===== src/rtl/mips_mem_pkg.sv =====
// mips_mem_pkg: MIPS load/store opcodes, controller state type and opcode class helpers.
package mips_mem_pkg;
  localparam logic [5:0] OP_LB  = 6'h20;
  localparam logic [5:0] OP_LH  = 6'h21;
  localparam logic [5:0] OP_LWL = 6'h22;
  localparam logic [5:0] OP_LW  = 6'h23;
  localparam logic [5:0] OP_LBU = 6'h24;
  localparam logic [5:0] OP_LHU = 6'h25;
  localparam logic [5:0] OP_LWR = 6'h26;
  localparam logic [5:0] OP_SB  = 6'h28;
  localparam logic [5:0] OP_SH  = 6'h29;
  localparam logic [5:0] OP_SW  = 6'h2B;
  typedef enum logic [1:0] {S_IDLE, S_ACCESS, S_WRITE, S_RESP} mem_ctrl_state_t;
  function automatic logic is_load(input logic [5:0] op);
    return op inside {OP_LB, OP_LH, OP_LWL, OP_LW, OP_LBU, OP_LHU, OP_LWR};
  endfunction
  function automatic logic is_store(input logic [5:0] op);
    return op inside {OP_SB, OP_SH, OP_SW};
  endfunction
endpackage


===== src/rtl/data_mem_ctrl_byte_lane_unit.sv =====
// byte_lane_unit: big-endian lane extraction/extension for loads and SB/SH merge word.
// LWL/LWR merge logic exists only when DATA_MEM_CTRL_LWLR_EN is defined.
module byte_lane_unit
  import mips_mem_pkg::*;
(
  input  logic [5:0]  opcode_i,
  input  logic [1:0]  offset_i,
  input  logic [31:0] word_i,
  input  logic [31:0] rt_i,
  output logic [31:0] load_o,
  output logic [31:0] store_o
);
  logic [4:0]  sh;
  logic [7:0]  b;
  logic [15:0] h;
  logic [31:0] lane_m;
  logic [31:0] lane_d;
  always_comb begin
    sh     = {offset_i, 3'b000};
    b      = 8'(word_i >> (5'd24 - sh));
    h      = offset_i[1] ? word_i[15:0] : word_i[31:16];
    lane_m = (opcode_i == OP_SH) ? (offset_i[1] ? 32'h0000FFFF : 32'hFFFF0000) : (32'hFF000000 >> sh);
    lane_d = (opcode_i == OP_SH) ? {2{rt_i[15:0]}} : {4{rt_i[7:0]}};
    store_o = (word_i & ~lane_m) | (lane_d & lane_m);
    case (opcode_i)
      OP_LB:   load_o = {{24{b[7]}}, b};
      OP_LBU:  load_o = {24'h0, b};
      OP_LH:   load_o = {{16{h[15]}}, h};
      OP_LHU:  load_o = {16'h0, h};
`ifdef DATA_MEM_CTRL_LWLR_EN
      OP_LWL:  load_o = (word_i << sh) | (rt_i & ~(32'hFFFFFFFF << sh));
      OP_LWR:  load_o = (word_i >> (5'd24 - sh)) | (rt_i & ~(32'hFFFFFFFF >> (5'd24 - sh)));
`endif
      default: load_o = word_i;
    endcase
  end
endmodule


===== src/rtl/data_mem_ctrl.sv =====
// data_mem_ctrl: one-at-a-time load/store sequencer to word-wide data memory with RMW byte/half stores.
// DATA_MEM_CTRL_LWLR_EN enables LWL/LWR; otherwise those opcodes are rejected as illegal.
module data_mem_ctrl
  import mips_mem_pkg::*;
#(
  parameter int MEM_WORDS = 4096
) (
  input  logic        clk,
  input  logic        reset,
  input  logic        req_valid,
  output logic        req_ready,
  input  logic [5:0]  req_opcode,
  input  logic [31:0] req_address,
  input  logic [31:0] req_wdata,
  output logic        resp_valid,
  output logic        resp_err,
  output logic [31:0] resp_rdata,
  output logic [31:0] mem_address,
  output logic        mem_read,
  output logic        mem_write,
  output logic [31:0] mem_wdata,
  input  logic [31:0] mem_rdata
);
  mem_ctrl_state_t state_q;
  logic [5:0]  op_q;
  logic [31:0] addr_q, wdata_q, merge_q, rdata_q;
  logic        resp_valid_q, resp_err_q;
  logic        legal, misalign, out_of_range, req_err, sub_store;
  logic [31:0] load_data, store_word;
`ifdef DATA_MEM_CTRL_LWLR_EN
  assign legal = is_load(req_opcode) || is_store(req_opcode);
`else
  assign legal = (is_load(req_opcode) && req_opcode != OP_LWL && req_opcode != OP_LWR) || is_store(req_opcode);
`endif
  assign misalign = ((req_opcode == OP_LH || req_opcode == OP_LHU || req_opcode == OP_SH) && req_address[0]) ||
                    ((req_opcode == OP_LW || req_opcode == OP_SW) && req_address[1:0] != 2'b00);
  assign out_of_range = {2'b00, req_address[31:2]} >= 32'(MEM_WORDS);
  assign req_err      = !legal || misalign || out_of_range;
  assign sub_store    = op_q == OP_SB || op_q == OP_SH;
  byte_lane_unit u_lane (
    .opcode_i (op_q),
    .offset_i (addr_q[1:0]),
    .word_i   (mem_rdata),
    .rt_i     (wdata_q),
    .load_o   (load_data),
    .store_o  (store_word)
  );
  always_ff @(posedge clk) begin
    if (reset) begin
      state_q      <= S_IDLE;
      op_q         <= '0;
      addr_q       <= '0;
      wdata_q      <= '0;
      merge_q      <= '0;
      rdata_q      <= '0;
      resp_valid_q <= 1'b0;
      resp_err_q   <= 1'b0;
    end else begin
      resp_valid_q <= 1'b0;
      case (state_q)
        S_IDLE: if (req_valid) begin
          op_q         <= req_opcode;
          addr_q       <= req_address;
          wdata_q      <= req_wdata;
          resp_err_q   <= req_err;
          resp_valid_q <= req_err;
          state_q      <= req_err ? S_RESP : S_ACCESS;
        end
        S_ACCESS: begin
          if (is_load(op_q)) rdata_q <= load_data;
          merge_q      <= store_word;
          resp_valid_q <= !sub_store;
          state_q      <= sub_store ? S_WRITE : S_RESP;
        end
        S_WRITE: begin
          resp_valid_q <= 1'b1;
          state_q      <= S_RESP;
        end
        default: state_q <= S_IDLE;
      endcase
    end
  end
  // memory strobes come straight from state so a reset edge suppresses them immediately
  assign req_ready   = state_q == S_IDLE;
  assign resp_valid  = resp_valid_q;
  assign resp_err    = resp_err_q;
  assign resp_rdata  = rdata_q;
  assign mem_address = {addr_q[31:2], 2'b00};
  assign mem_read    = !reset && state_q == S_ACCESS;
  assign mem_write   = !reset && ((state_q == S_ACCESS && op_q == OP_SW) || state_q == S_WRITE);
  assign mem_wdata   = state_q == S_WRITE ? merge_q : wdata_q;
endmodule

===== config.mk =====
export PLATFORM = sky130hd
export DESIGN_NAME = data_mem_ctrl
export DESIGN_NICKNAME = d
export VERILOG_FILES = /design/src/rtl/mips_mem_pkg.sv /design/src/rtl/data_mem_ctrl_byte_lane_unit.sv /design/src/rtl/data_mem_ctrl.sv
export SDC_FILE = /design/constraint.sdc
export NUM_CORES = 1
export LEC_CHECK = 0
export ABC_AREA = 1
export CAP_MARGIN = 40
export CORE_MARGIN = 1
export CORE_UTILIZATION = 47
export DETAILED_ROUTE_END_ITERATION = 7
export PLACE_DENSITY = 0.81
export SLEW_MARGIN = 10
export SYNTH_ARGS = -nofsm -noshare
export SYNTH_HDL_FRONTEND = slang
export SYNTH_SLANG_ARGS = --single-unit

===== constraint.sdc =====
create_clock -name clk -period 2.05 [get_ports clk]
set_clock_uncertainty 0.2 [all_clocks]
set_input_delay 0.3075 -clock clk [delete_from_list [all_inputs] [get_ports clk]]
set_output_delay 0.3075 -clock clk [all_outputs]
set_load 0.01 [all_outputs]

==> flow_metrics.tcl <==
set metrics [dict create \
    io_buffers 203 \
    synthAdderAreaFrac_pct 0.756 \
    synth_top_flop_cell "dfxtp_1" \
    synth_cell_types 31 \
    dr_wl_met3_um 2080 \
    io_pins 206 \
    clk-insertion-delay-late_ps 420 \
    synth_compound_area_share_pct 22.1 \
    cts_num_sinks 138 \
    syn_inst 981 \
    timing.rr.start "op_q[4]" \
    rsz0062_at_grt "yes" \
    holdCritStartpoint "req_address[19]" \
    fin_crit_sh_pct 106 \
    grt_max_degree 63 \
    yosys_register_bits 138 \
    yosysTopAreaCellShare_pct 41.8 \
    slowest_stage "dfxtp_2" \
    fmax_mhz 460 \
    p_per_area_nw_per_um2 1270 \
    syn_avg_cell_area_sq_um 6.74 \
    path_max_fanout 10 \
    netlist_area_sq_um 6620 \
    clk_pin_slew_worst_paths_ps 60 \
    dr_total_vias 7349 \
    worst_r2r_path_depth 9 \
    hold_end "addr_q[19]" \
    ant_nets 0 \
    n_antenna_cell 0 \
    maxCapViolCount 0 \
    synth_common_cells "195 x nand2_1, 170 x nor2_1, 166 x o21ai_0" \
    max_stage_delay_ps 340 \
    holdPathStages 3 \
    slew_viol_final 0 \
    grt_pass1_wl_um 34800 \
    final_util_pct 72.7 \
    routed.top_layer "met4" \
    avgViaCountPerCell 5.39 \
    die_area_sq_um 14600 \
    die_x_um 121 \
    cts_max_level 4 \
    worst_pin_slew_ps 495 \
    cts_hold_buf 0 \
    die_height_um 121 \
    yosys.area_share.simple_pct 24.5 \
    wl_met2_um 10700 \
    drt_wl_total_um 23000 \
    cts_buffer_depth 2 \
    grt_pass1_vias 6670 \
    regToRegSetupSlack_ps 110 \
    setup_ws_ps -124 \
    synthXorXnorAreaFrac_pct 0 \
    path_cells "inv_2 -> ha_4 -> buf_12 -> clkbuf_16 -> o21ai_2 -> buf_2" \
    core-area_sq_um 13500 \
    synthTopCellsByArea "dfxtp_1 42%, o21ai_0 13%, nand2_1 11%" \
    cp-end-kind "output pin" \
    fin_cells 1364 \
    dp_cells 1318 \
    drc 0 \
    irDropWorstVdd_uv 774 \
    leakage_uw 0.00429 \
    synth-edff-count 0 \
    ys_warn_count 0 \
    fill_cells 1055 \
    r2r_end "merge_q[20]" \
    syn_to_final_growth_pct 48.3 \
    synth_top_family_by_area "simple AND/OR/NAND/NOR gates" \
    yosysTopAreaCell "dfxtp_1" \
    yosysSeqAreaShare_pct 41.8 \
    status "complete, but fails checks" \
    worstPathArrival_ps 1670 \
    clockRootBuffer "clkbuf_16" \
    synthMuxAreaShare_pct 0 \
    wl_met1_um 9350 \
    stdcell_area_sq_um 9810 \
    relSlewSlack_pct 66.7 \
    violations "setup timing" \
    start_kind "register" \
    wire_per_inst_um 16.9 \
    tritoncts "yes" \
    setup_viol_count_final 22 \
    hold_violations 0 \
    holdWs_ps 256 \
    synthArstFlopShare_pct 0 \
    dpl_cell_area_sq_um 8830 \
    routabilityCongestion 0.942 \
    gr-usage-all-layers_pct 31.2 \
    nets 1284 \
    worstHoldPathType "in -> reg" \
    dr.pass1.iters 6 \
    cts_made_buffers 17 \
    first_iter_violations 688 \
    yosysMostFrequentCell "nand2_1" \
    antenna_found_initial 0 \
    start_util_pct 49.0 \
    gr-total-overflow 0 \
    path_class "reg -> out" \
    cp.required_ps 1540 \
    drive_gt1_share_pct 16.6 \
    hpwl_um 15300 \
    row_count 42 \
    fin_crit_ps 2170 \
]
[routing by layer]
layer  vias up  track usage (%)
met2       413             49.0
met1      3320             40.1
met3        67             6.51
li1       3549                -
met4         0             16.4
met5         -                0
[logic make-up after synthesis]
family                   count (synthesis)
adder cells (fa/ha/maj)                  4
buffers and inverters                  151
AO/OA/AOI/OAI                          280
flip-flops                             138
other                                    1
AND/OR/NAND/NOR                        407
[worst max-delay path by stage]
stage	endpoint	slack (ps)	cells past startpoint	from
floorplan	mem_wdata[11]	230	7	state_q[0]
global placement	mem_wdata[5]	-190	5	state_q[0]
detailed placement	mem_wdata[5]	-220	5	state_q[0]
CTS	mem_wdata[28]	-120	8	state_q[0]
global route	mem_wdata[5]	-140	6	state_q[0]
finish	mem_wdata[5]	-120	6	state_q[0]
[placed cells by master (no fill, tap or decap), drive strengths merged]
master,Yosys,layout
conb,1,2
or2,8,8
inv,60,61
clkinvlp,0,5
and2,1,1
a21oi,89,89
buf,38,89
nor3,2,2
nand3b,3,3
clkinv,2,4
o21a,1,1
o21ai,168,168
dlygate4sd2,0,1
nor2,175,175
nand2,200,200
clkdlybuf4s50,0,168
nand4,1,1
dfxtp,138,138
ha,4,4
bufinv,0,3
nand3,17,17
clkbuf,51,26
a31oi,22,22
[worst max-delay path, delay by kind of cell, from the launching register on]
kind | cells | cell delay [ps]
buf+inv | 4 | 520
fa+ha+maj | 1 | 190
compound gates | 1 | 190
flops | 1 | 340
[report_power, final]
| part | leakage, uW | switching, uW | internal (uW) |
|---|---|---|---|
| registers | 0.00113 | 522 | 3440 |
| logic | 0.00287 | 2910 | 2400 |
| clock network | 0.000291 | 1170 | 2000 |
| total | 0.00429 | 4610 | 7850 |
[area by class of cell]
class                      count  area (sq um)  area share [%]
clock buffer                  21           470            4.79
sequential                   138          2770            28.2
tap                          176           220            2.24
timing repair buffer         263          2620            26.7
clock inverter                11           144            1.47
inverter                      62           246            2.51
multi-input combinational    693          3340            34.1
[flip-flops by register name, indices dropped and copies added (netlist names)]
name	flops
merge_q	32
wdata_q	32
resp_err	1
op_q	6
state_q	2
resp_valid	1
resp_rdata	32
addr_q	32
[through the flow]
stage | worst slack [ps] | power [uW] | setup TNS, ps
floorplan | 232 | 6520 | 0
global placement | -190 | 8420 | -2030
detailed placement | -217 | 8500 | -4210
CTS | -120 | 12000 | -932
global route | -140 | 13100 | -2180
finish | -124 | 12500 | -1330
[timing repair]
item,4_1_cts,5_1_grt
cloned,4,2
setup endpoints to repair,35,40
resized for setup,174,56
pin swaps,4,17
setup buffers,5,5
hold endpoints to repair,0,0
Power figures use the tool's default switching activity.
